## src/rtl/sha256_msg_padder.sv

```systemverilog
// Fetches an L-word message from 1-cycle-latency memory and streams the SHA-256 padded
// message (data, 0x80000000, zero fill, 64-bit bit length) one word per handshake.
module sha256_msg_padder #(
    parameter int unsigned MAX_WORDS = 1024
) (
    input  logic        clk,
    input  logic        reset,
    input  logic        start,
    input  logic [15:0] message_addr,
    input  logic [15:0] msg_len,
    output logic        mem_clk,
    output logic        mem_we,
    output logic [15:0] mem_addr,
    input  logic [31:0] mem_read_data,
    output logic        out_valid,
    input  logic        out_ready,
    output logic [31:0] out_word,
    output logic        out_blk_last,
    output logic        out_last,
    output logic        busy,
    output logic        done,
    output logic        len_err
);

    localparam int unsigned AW = 16;
    localparam int unsigned LW = 16;
    localparam int unsigned DW = 32;
    localparam int unsigned IW = 17;

    typedef enum logic [2:0] {
        S_IDLE,
        S_REQ,
        S_WAIT,
        S_SEND,
        S_PAD,
        S_DONE
    } state_t;

    state_t        state, state_nxt;
    logic [AW-1:0] base_addr, base_addr_nxt;
    logic [LW-1:0] len, len_nxt;
    logic [IW-1:0] w, w_nxt;
    logic [AW-1:0] mem_addr_nxt;
    logic          out_valid_nxt, out_blk_last_nxt, out_last_nxt;
    logic [DW-1:0] out_word_nxt;
    logic          busy_nxt, done_nxt, len_err_nxt;

    logic [IW-1:0] t_last_c;
    logic [IW-1:0] w_inc_c;

    assign mem_clk = clk;
    assign mem_we  = 1'b0;

    // Index of the final stream word: 16*ceil((L+3)/16) - 1.
    assign t_last_c = IW'(((IW'(len) + IW'(18)) >> 4) << 4) - IW'(1);
    assign w_inc_c  = w + IW'(1);

    function automatic logic [DW-1:0] pad_word(input logic [IW-1:0] idx,
                                               input logic [LW-1:0] l,
                                               input logic [IW-1:0] tl);
        logic [63:0] bits;
        bits = {43'd0, l, 5'd0};
        if (idx == IW'(l))               pad_word = 32'h8000_0000;
        else if (idx == tl - IW'(1))     pad_word = bits[63:32];
        else if (idx == tl)              pad_word = bits[31:0];
        else                             pad_word = '0;
    endfunction

    // Next-state and next-output logic.
    always_comb begin
        state_nxt        = state;
        base_addr_nxt    = base_addr;
        len_nxt          = len;
        w_nxt            = w;
        mem_addr_nxt     = mem_addr;
        out_valid_nxt    = out_valid;
        out_word_nxt     = out_word;
        out_blk_last_nxt = out_blk_last;
        out_last_nxt     = out_last;
        done_nxt         = 1'b0;
        len_err_nxt      = 1'b0;

        case (state)
            S_IDLE: begin
                if (start) begin
                    if (32'(msg_len) > MAX_WORDS) begin
                        len_err_nxt = 1'b1;
                    end else begin
                        base_addr_nxt = message_addr;
                        len_nxt       = msg_len;
                        w_nxt         = '0;
                        if (msg_len == '0) begin
                            // Empty message: first word is the 0x80000000 marker, no reads.
                            state_nxt        = S_PAD;
                            out_valid_nxt    = 1'b1;
                            out_word_nxt     = 32'h8000_0000;
                            out_blk_last_nxt = 1'b0;
                            out_last_nxt     = 1'b0;
                        end else begin
                            state_nxt    = S_REQ;
                            mem_addr_nxt = message_addr;
                        end
                    end
                end
            end
            S_REQ: begin
                state_nxt = S_WAIT;
            end
            S_WAIT: begin
                state_nxt        = S_SEND;
                out_valid_nxt    = 1'b1;
                out_word_nxt     = mem_read_data;
                out_blk_last_nxt = (w[3:0] == 4'hf);
                out_last_nxt     = (w == t_last_c);
            end
            S_SEND: begin
                if (out_ready) begin
                    w_nxt = w_inc_c;
                    if (w_inc_c < IW'(len)) begin
                        state_nxt        = S_REQ;
                        mem_addr_nxt     = base_addr + AW'(w_inc_c);
                        out_valid_nxt    = 1'b0;
                        out_blk_last_nxt = 1'b0;
                        out_last_nxt     = 1'b0;
                    end else begin
                        state_nxt        = S_PAD;
                        out_word_nxt     = pad_word(w_inc_c, len, t_last_c);
                        out_blk_last_nxt = (w_inc_c[3:0] == 4'hf);
                        out_last_nxt     = (w_inc_c == t_last_c);
                    end
                end
            end
            S_PAD: begin
                if (out_ready) begin
                    if (w == t_last_c) begin
                        state_nxt        = S_DONE;
                        out_valid_nxt    = 1'b0;
                        out_blk_last_nxt = 1'b0;
                        out_last_nxt     = 1'b0;
                        done_nxt         = 1'b1;
                    end else begin
                        w_nxt            = w_inc_c;
                        out_word_nxt     = pad_word(w_inc_c, len, t_last_c);
                        out_blk_last_nxt = (w_inc_c[3:0] == 4'hf);
                        out_last_nxt     = (w_inc_c == t_last_c);
                    end
                end
            end
            S_DONE: begin
                state_nxt = S_IDLE;
            end
            default: begin
                state_nxt     = S_IDLE;
                out_valid_nxt = 1'b0;
            end
        endcase

        busy_nxt = (state_nxt != S_IDLE);
    end

    // State and registered outputs.
    always_ff @(posedge clk) begin
        if (reset) begin
            state        <= S_IDLE;
            base_addr    <= '0;
            len          <= '0;
            w            <= '0;
            mem_addr     <= '0;
            out_valid    <= 1'b0;
            out_word     <= '0;
            out_blk_last <= 1'b0;
            out_last     <= 1'b0;
            busy         <= 1'b0;
            done         <= 1'b0;
            len_err      <= 1'b0;
        end else begin
            state        <= state_nxt;
            base_addr    <= base_addr_nxt;
            len          <= len_nxt;
            w            <= w_nxt;
            mem_addr     <= mem_addr_nxt;
            out_valid    <= out_valid_nxt;
            out_word     <= out_word_nxt;
            out_blk_last <= out_blk_last_nxt;
            out_last     <= out_last_nxt;
            busy         <= busy_nxt;
            done         <= done_nxt;
            len_err      <= len_err_nxt;
        end
    end

endmodule
```

## config.mk

```make
export PLATFORM = sky130hd
export DESIGN_NAME = sha256_msg_padder
export DESIGN_NICKNAME = d
export VERILOG_FILES = /design/src/rtl/sha256_msg_padder.sv
export SDC_FILE = /design/constraint.sdc
export NUM_CORES = 1
export LEC_CHECK = 0
export ABC_AREA = 1
export ABC_CLOCK_PERIOD_IN_PS = 3700
export CORE_MARGIN = 2
export CORE_UTILIZATION = 42
export CTS_BUF_LIST = sky130_fd_sc_hd__clkbuf_8
export DETAILED_ROUTE_END_ITERATION = 10
export PLACE_DENSITY = 0.66
export SETUP_SLACK_MARGIN = 0.4
export SLEW_MARGIN = 20
export SYNTH_ARGS = -nofsm -noshare
export SYNTH_HDL_FRONTEND = slang
export SYNTH_SLANG_ARGS = --single-unit
export TNS_END_PERCENT = 20
```

## constraint.sdc

```tcl
create_clock -name clk -period 3.7 [get_ports clk]
set_clock_uncertainty 0.1 [all_clocks]
set_input_delay 0.925 -clock clk [delete_from_list [all_inputs] [get_ports clk]]
set_output_delay 0.925 -clock clk [all_outputs]
set_load 0.01 [all_outputs]
```

## After elaboration in Yosys (flattened, before gate mapping)

Index checks and enable logic that the tools add are counted.

- Flip-flop bits (word level): 106
- Bits in latches: 0
- RAM bits: 0
- ROM bits: 0
- Input port bits: 68
- Output and inout port bits: 56
- Word-level logic and storage cells: 115
- Memories kept: 0

- Add/subtract/negate cells: 5
- Multipliers: 0
- Div/mod/pow operators: 0
- $lt $le $gt $ge: 2
- Equal/unequal tests: 21
- Shifts and indexed selects: 0
- Mux-type cells: 54
- Bitwise gates (word level): 6
- Reductions and logical operators: 15

Operator list:

| cell | number |
|---|---|
| $mux W32 | 8 |
| $pmux W32 S4 | 1 |
| $mux W17 | 5 |
| $mux W16 | 5 |
| $eq A17 B17 Y1 | 3 |
| $pmux W17 S3 | 1 |
| $mux W21 | 2 |
| $sub A17 B1 Y17 const B | 2 |
| $pmux W16 S2 | 1 |
| $mux W3 | 7 |
| $mux W1 | 20 |
| $ne A2 B2 Y1 const B | 10 |
| $reduce_and A6 Y1 | 3 |
| $add A16 B5 Y17 const B | 1 |
| $add A17 B1 Y17 const B | 1 |
| $eq A17 B16 Y1 | 1 |
| $lt A17 B16 Y1 | 1 |
| $add A16 B16 Y16 | 1 |
| $gt A16 B11 Y1 const B | 1 |
| $logic_not A16 Y1 | 1 |
| $reduce_and A8 Y1 | 2 |
| $pmux W3 S5 | 1 |
| $eq A4 B4 Y1 const B | 2 |
| $pmux W1 S4 | 2 |
| 12 further kinds | 21 |

## Depth between registers and ports, before layout

Gate-level depths: netlist of run 1.

- Depth in word-level cells: 9
- Depth in mapped cells: 26
- Depth with buffers taken out: 25

==> metrics.txt, run 1 <==
status complete, no violations; Net Count, Synth 1253; YS warnings 0; Worst-Margin Slew 0.559 ns; leakage power 0.00408 uW; worst path bufs/invs 3; EDFF count, synth 0; FF-to-FF setup slack 0.49 ns; final setup vio count 0; grt total ovfl 0; largest net degree at the start of global routing 51; largest cells by area after synthesis dfxtp_1 (29%), nand2_1 (17%), nor2_1 (9.5%); worst r2r path cells 20; Clk Latency, worst-skew pair 0.50 ns; RSZ-0062 raised after global routing yes; Mapped Cells 1149; CP max FO 2; vias in the first global route 7167; DRC Markers 0; r2r endpoint mem_addr[10]; Starting Density 43.2%; average wire per standard cell 14.8 um; critical-path cell list clkbuf_8 > clkbuf_8 > buf_2; Layout fillers 1671; crit-path max cell delay 0.13 ns; ys async rst share 0%; synthesized cell area 7220 sq um; Final Hold Vio Count 0; fin crit share 87.1%; Slew HR 62.7%; Hold Crit Start out_word[1]; Area growth, synth to finish 32.1%; Max rail drop VDD 218 uV; nets 1411; fmax 312 MHz; chip height 135 um; Seq/Total Area, Yosys 29.4%; setup TNS 0 ns; critical path's slowest cell buf_2; first drt pass iteration count 6; Main synth FF type dfxtp_1; Ant. Diodes 0; initial antenna violation count 0; num ports 124; Port Buffer Count 122; CP Capture Type primary output; delay-heaviest family, CP buffers and inverters; worst path required time 2.67 ns; Final min period 3.22 ns; GRT Overall Usage 24.6%; Core ar. 16700 sq um; clock share of power 35.7%; Top cell by count, worst path clkbuf_8; first-pass GRT wire length 35700 um; row cnt 47; #FFs+latches synth 106; share of the synthesized area in the top cell type 29.4%; Internal 1630 uW; worst path arrival time 2.20 ns; Hold WC Path Type flip-flop to flip-flop; Psw 635 uW; max cap viols 0; sequential share of power 51.2%; Syn Area/Cell 6.28 sq um; Sw Share 28.0%; CP startpoint kind clock port; clk slew on worst S/H paths 0.12 ns; Die W 135 um; PwrDens 238 nW/um^2; GPL Wtd Cong 0.917; Min-Delay Endpoint out_word[1]; Total Wirelength 22700 um; vias per std cell 5.10; share of layout cells above drive strength 1 13.1%; DIE AREA 18200 sq um; Comb pwr share 13.1%; CTS tree yes; reg2reg start w[1]; WHS 0.368 ns; DR vias 7809; CP Class clock port to primary output; Final HPWL DP 17300 um; Max Slew Vio Count 0; worst hold stages 2; Synth area leader dfxtp_1; Starting DRT DRC Count 581; Cell variety after synth 49; post-route ant nets 0
## synthesized netlist by cell type (6+ instances only)
master / count
o21ai_0: 65
nand4_1: 17
nor3_1: 13
a21oi_1: 75
buf_6: 6
dfxtp_1: 106
nand2_2: 6
nand3_1: 70
xor2_1: 31
clkbuf_1: 23
ha_1: 35
nand2_1: 318
a211oi_1: 9
nor2_1: 182
nor4_1: 6
inv_1: 119
## through the flow
step	instances	setup slack, ns	total power, uW	area, sq um	util [%]
2_1_floorplan	1149	0.481	1330	7220	-
3_3_place_gp	1496	0.104	1480	8860	53.0
3_5_place_dp	1496	0.0534	1480	8860	53.0
4_1_cts	1519	0.389	2270	9150	54.8
5_1_grt	1532	0.293	2360	9530	57.1
6_report	1532	0.476	2270	9530	57.1
## worst min-delay path, delay by kind of cell (launching register included)
family | cells | cell delay [ns]
compound gates | 1 | 0.05
simple gates | 1 | 0.06
flops | 1 | 0.33
## layout make-up
type                            instances  area, sq um  share of cell area [%]
Clock buffer                           13          170                    1.79
Clock inverter                          7         63.8                   0.669
Inverter                              125          474                    4.98
Multi-Input combinational cell        880         4670                    49.0
Sequential cell                       106         2140                    22.5
Tap cell                              220          275                    2.89
Timing Repair Buffer                  181         1730                    18.2
## registers in the layout, summed over array words and instances (netlist names)
register      cells
state             3
done              1
len_err           1
len              16
base_addr        16
out_last          1
out_word         32
mem_addr         16
out_valid         1
w                17
out_blk_last      1
busy              1
## placed cells by master, fill, tap and decap left out, drive strengths merged
cell type      Yosys  final
nand4             18     18
and2               1      1
o21a               1      1
clkbuf            23     12
a221oi             1      1
a21o               3      3
conb               1      1
nand3             75     75
fa                 1      1
a211oi             9      9
xnor2              3      3
o22ai              1      1
o21ai             68     68
ha                35     35
nand2            327    327
a31oi              5      5
clkinv             3      6
dfxtp            106    106
clkdlybuf4s50      0    120
nand3b             4      4
o31ai              1      1
xor2              31     31
or2                1      1
o31a               1      1
nor4               6      6
nor3b              1      1
nor3              14     14
and3               1      1
nor2             191    191
o211ai             1      1
a21oi             76     76
buf               15     62
o21bai             3      3
inv              122    126
## logic make-up after synthesis
| group | after synthesis | synth area share, % |
|---|---|---|
| AOI/OAI and AO/OA | 170 | 12.8 |
| buffers and inverters | 163 | 9.43 |
| and+or+nand+nor | 639 | 37.8 |
| xor gates and xnor gates | 34 | 4.13 |
| other | 1 | 0.0520 |
| adders and majority gates | 36 | 6.35 |
| DFF | 106 | 29.4 |
## routing by layer
metal	track usage, %	wire (um)
met3	3.57	1460
met5	0	0
met4	9.55	614
met1	32.9	10200
met2	40.3	10400
## power by group through the flow
stage / combinational [uW] / sequential [uW] / clock (uW)
3_3_place_gp: 266 / 1190 / 27.5
5_1_grt: 323 / 1160 / 869
2_1_floorplan: 119 / 1190 / 22.3
6_report: 296 / 1160 / 810
4_1_cts: 278 / 1160 / 831
3_5_place_dp: 266 / 1190 / 27.5
## worst max-delay path by stage
| stage | startpoint | end | depth (start not counted) |
|---|---|---|---|
| global route | w[0] | mem_addr[7] | 18 |
| finish | clk | mem_clk | 3 |
| global placement | msg_len[5] | out_word[13] | 20 |
| CTS | len[1] | w[13] | 17 |
| detailed placement | msg_len[5] | out_word[16] | 20 |
| floorplan | w[0] | out_word[12] | 19 |
## what timing repair did
action                     CTS  global route
buffers inserted             4            13
hold buffers                 0             0
pin swaps                    2            18
resized for setup           22            71
setup endpoints to repair   67            71
cloned                       0             0
(Power assumes the default switching activity.)
==> inputs of run 2 (changes only) <==
--- a/config.mk
+++ b/config.mk
@@ -12,6 +12,7 @@
 export CTS_BUF_LIST = sky130_fd_sc_hd__clkbuf_8
 export DETAILED_ROUTE_END_ITERATION = 10
 export PLACE_DENSITY = 0.66
+export RECOVER_POWER = 100
 export SETUP_SLACK_MARGIN = 0.4
 export SLEW_MARGIN = 20
 export SYNTH_ARGS = -nofsm -noshare
==> run 2 against run 1 <==
  * The flow now finishes with violations (max-capacitance violations, max-slew violations)
  * Setup slack worse by 0.034 ns
  * Final area decreased by 0.38%
  * Sequential share of layout area up 0.086 points
  * Via count shrank 0.49%
  * First-iteration DRC count is 14% lower
  * Register-to-register slack got worse by 0.05 ns
  * Utilization is 0.22 points lower
  * Die area is the same
  * Wire length decreased by 0.22%
  * Cell count stayed put
  * Largest cell class unchanged
  * Highest routed layer unchanged
==> metrics.txt, run 2 (synthesized netlist as in run 1, its figures left out) <==
Max rail drop VDD 219 uV; Top cell by count, worst path inv_1; Max Slew Vio Count 49; grt total ovfl 0; critical-path cell list ha_4 > nand3_2 > inv_1 > nand3_1 > xor2_1 > inv_1 > ha_1 > inv_1 > o31a_1 > a21oi_2 > o21ai_1 > nand2_2 > o21ai_2 > nand2_4 > clkbuf_1 > nand2_1 > a21oi_1; Final HPWL DP 17300 um; Worst-Margin Slew 2.13 ns; DR vias 7771; Multi-input gate area 4650 sq um; DIE AREA 18200 sq um; Slew HR -42.3%; Core ar. 16700 sq um; Biggest register out_word; Hold WC Path Type flip-flop to flip-flop; fin util 56.9%; PwrDens 238 nW/um^2; clk slew on worst S/H paths 0.12 ns; DRC Markers 0; RSZ-0062 raised after global routing yes; Ant. Diodes 0; largest net degree at the start of global routing 51; Hold Buf Count CTS 0; Starting Density 43.2%; CTS tree yes; Area growth, synth to finish 31.6%; post-route ant nets 0; CP startpoint kind flip-flop; chip height 135 um; fmax 307 MHz; CP max FO 6; final setup vio count 0; Layout fillers 1677; area post-placement 8860 sq um; nets 1411; average wire per standard cell 14.8 um; most common cell after layout, fill and taps aside nand2_1; GRT Overall Usage 24.6%; worst path required time 4.03 ns; CP Class flip-flop to flip-flop; GPL Wtd Cong 0.917; Starting DRT DRC Count 502; CP Capture Type flip-flop; status complete, but fails checks; register area 2140 sq um; vias in the first global route 7167; critical path's slowest cell dfxtp_4; leakage power 0.00426 uW; Total Wirelength 22600 um; worst path arrival time 3.59 ns; max reg flops 32; final instance area 9500 sq um; max cap viols 1; Non-Filler Instances 1532; row cnt 47; initial antenna violation count 0; share of layout cells above drive strength 1 12.6%; Final min period 3.26 ns; most frequent cells in the layout nand2_1 (313), nor2_1 (177), inv_1 (114), dfxtp_1 (95), a21oi_1 (73); Final Hold Vio Count 0; failing checks max-capacitance violations, max-slew violations; Clk Latency, worst-skew pair 0.49 ns; vias per std cell 5.07; first-pass GRT wire length 35700 um; setup TNS 0 ns; first drt pass iteration count 5; num ports 124; Port Buffer Count 122; biggest regs out_word: 32 flops, w: 17 flops; crit-path max cell delay 0.40 ns; placed insts 1496; Die W 135 um; fin crit share 88.0%
run 2: changes by cell type in the layout (fill, tap and decap cells not counted), moves of 3 or more:
cell	previous run	this run
dlygate4sd3_1	0	54
buf_4	52	46
clkdlybuf4s50_1	120	66
clkbuf_1	0	3
run 2: metrics by stage:
stage	total power, uW	setup slack, ns	hold WS [ns]
6_report	2260	0.443	0.364
2_1_floorplan	1330	0.481	0.345
3_3_place_gp	1480	0.104	0.345
5_1_grt	2350	0.187	0.390
4_1_cts	2270	0.389	0.371
3_5_place_dp	1480	0.0534	0.353
run 2: report_power, final:
part           leakage (uW)  switching, uW  internal [uW]  total, uW
registers          0.000861           10.3           1150       1160
logic               0.00327            148            144        292
clock network      0.000122            475            331        806
run 2: path summary, 6_finish.rpt:
check / from / end / slack, ns / cells after the start
hold / removal: out_word[1] / out_word[1] / 0.36 / 2
setup / recovery: w[1] / mem_addr[4] / 0.44 / 17
setup reg to reg: w[1] / mem_addr[4] / 0.44 / 17
hold reg to reg: out_word[1] / out_word[1] / 0.36 / 2
run 2: per-layer routing:
metal	share of wire, %	wire length, um	vias to the layer above	GRT usage [%]
li1	-	-	4008	-
met1	46	10400	3493	32.9
met2	46	10400	239	40.3
met3	5.7	1290	31	3.57
met4	2.6	582	0	9.55
met5	0	0	-	0
run 2: critical path: cells and delay by family, from the launching register on:
kind	cells	cell delay, ns
AO/OA/AOI/OAI	5	0.77
buffers and inverters	4	0.64
AND/OR/NAND/NOR	5	0.54
adder cells (fa/ha/maj)	2	0.48
flip-flops	1	0.40
XOR/XNOR	1	0.25
run 2: cell type report:
type	count	share of cell area, %
clock buffers	13	1.78
clock inverters	7	0.672
inverters	125	4.99
multi-input cells	880	49.0
flip-flops and latches	106	22.6
well taps	220	2.90
repair buffers	181	18.1
run 2: repair_timing:
| action | in CTS | in global routing |
|---|---|---|
| resized for setup | 22 | 71 |
| pin swaps | 2 | 18 |
| setup buffers | 4 | 13 |
| hold endpoints to repair | 0 | 0 |
| setup endpoints to repair | 67 | 71 |
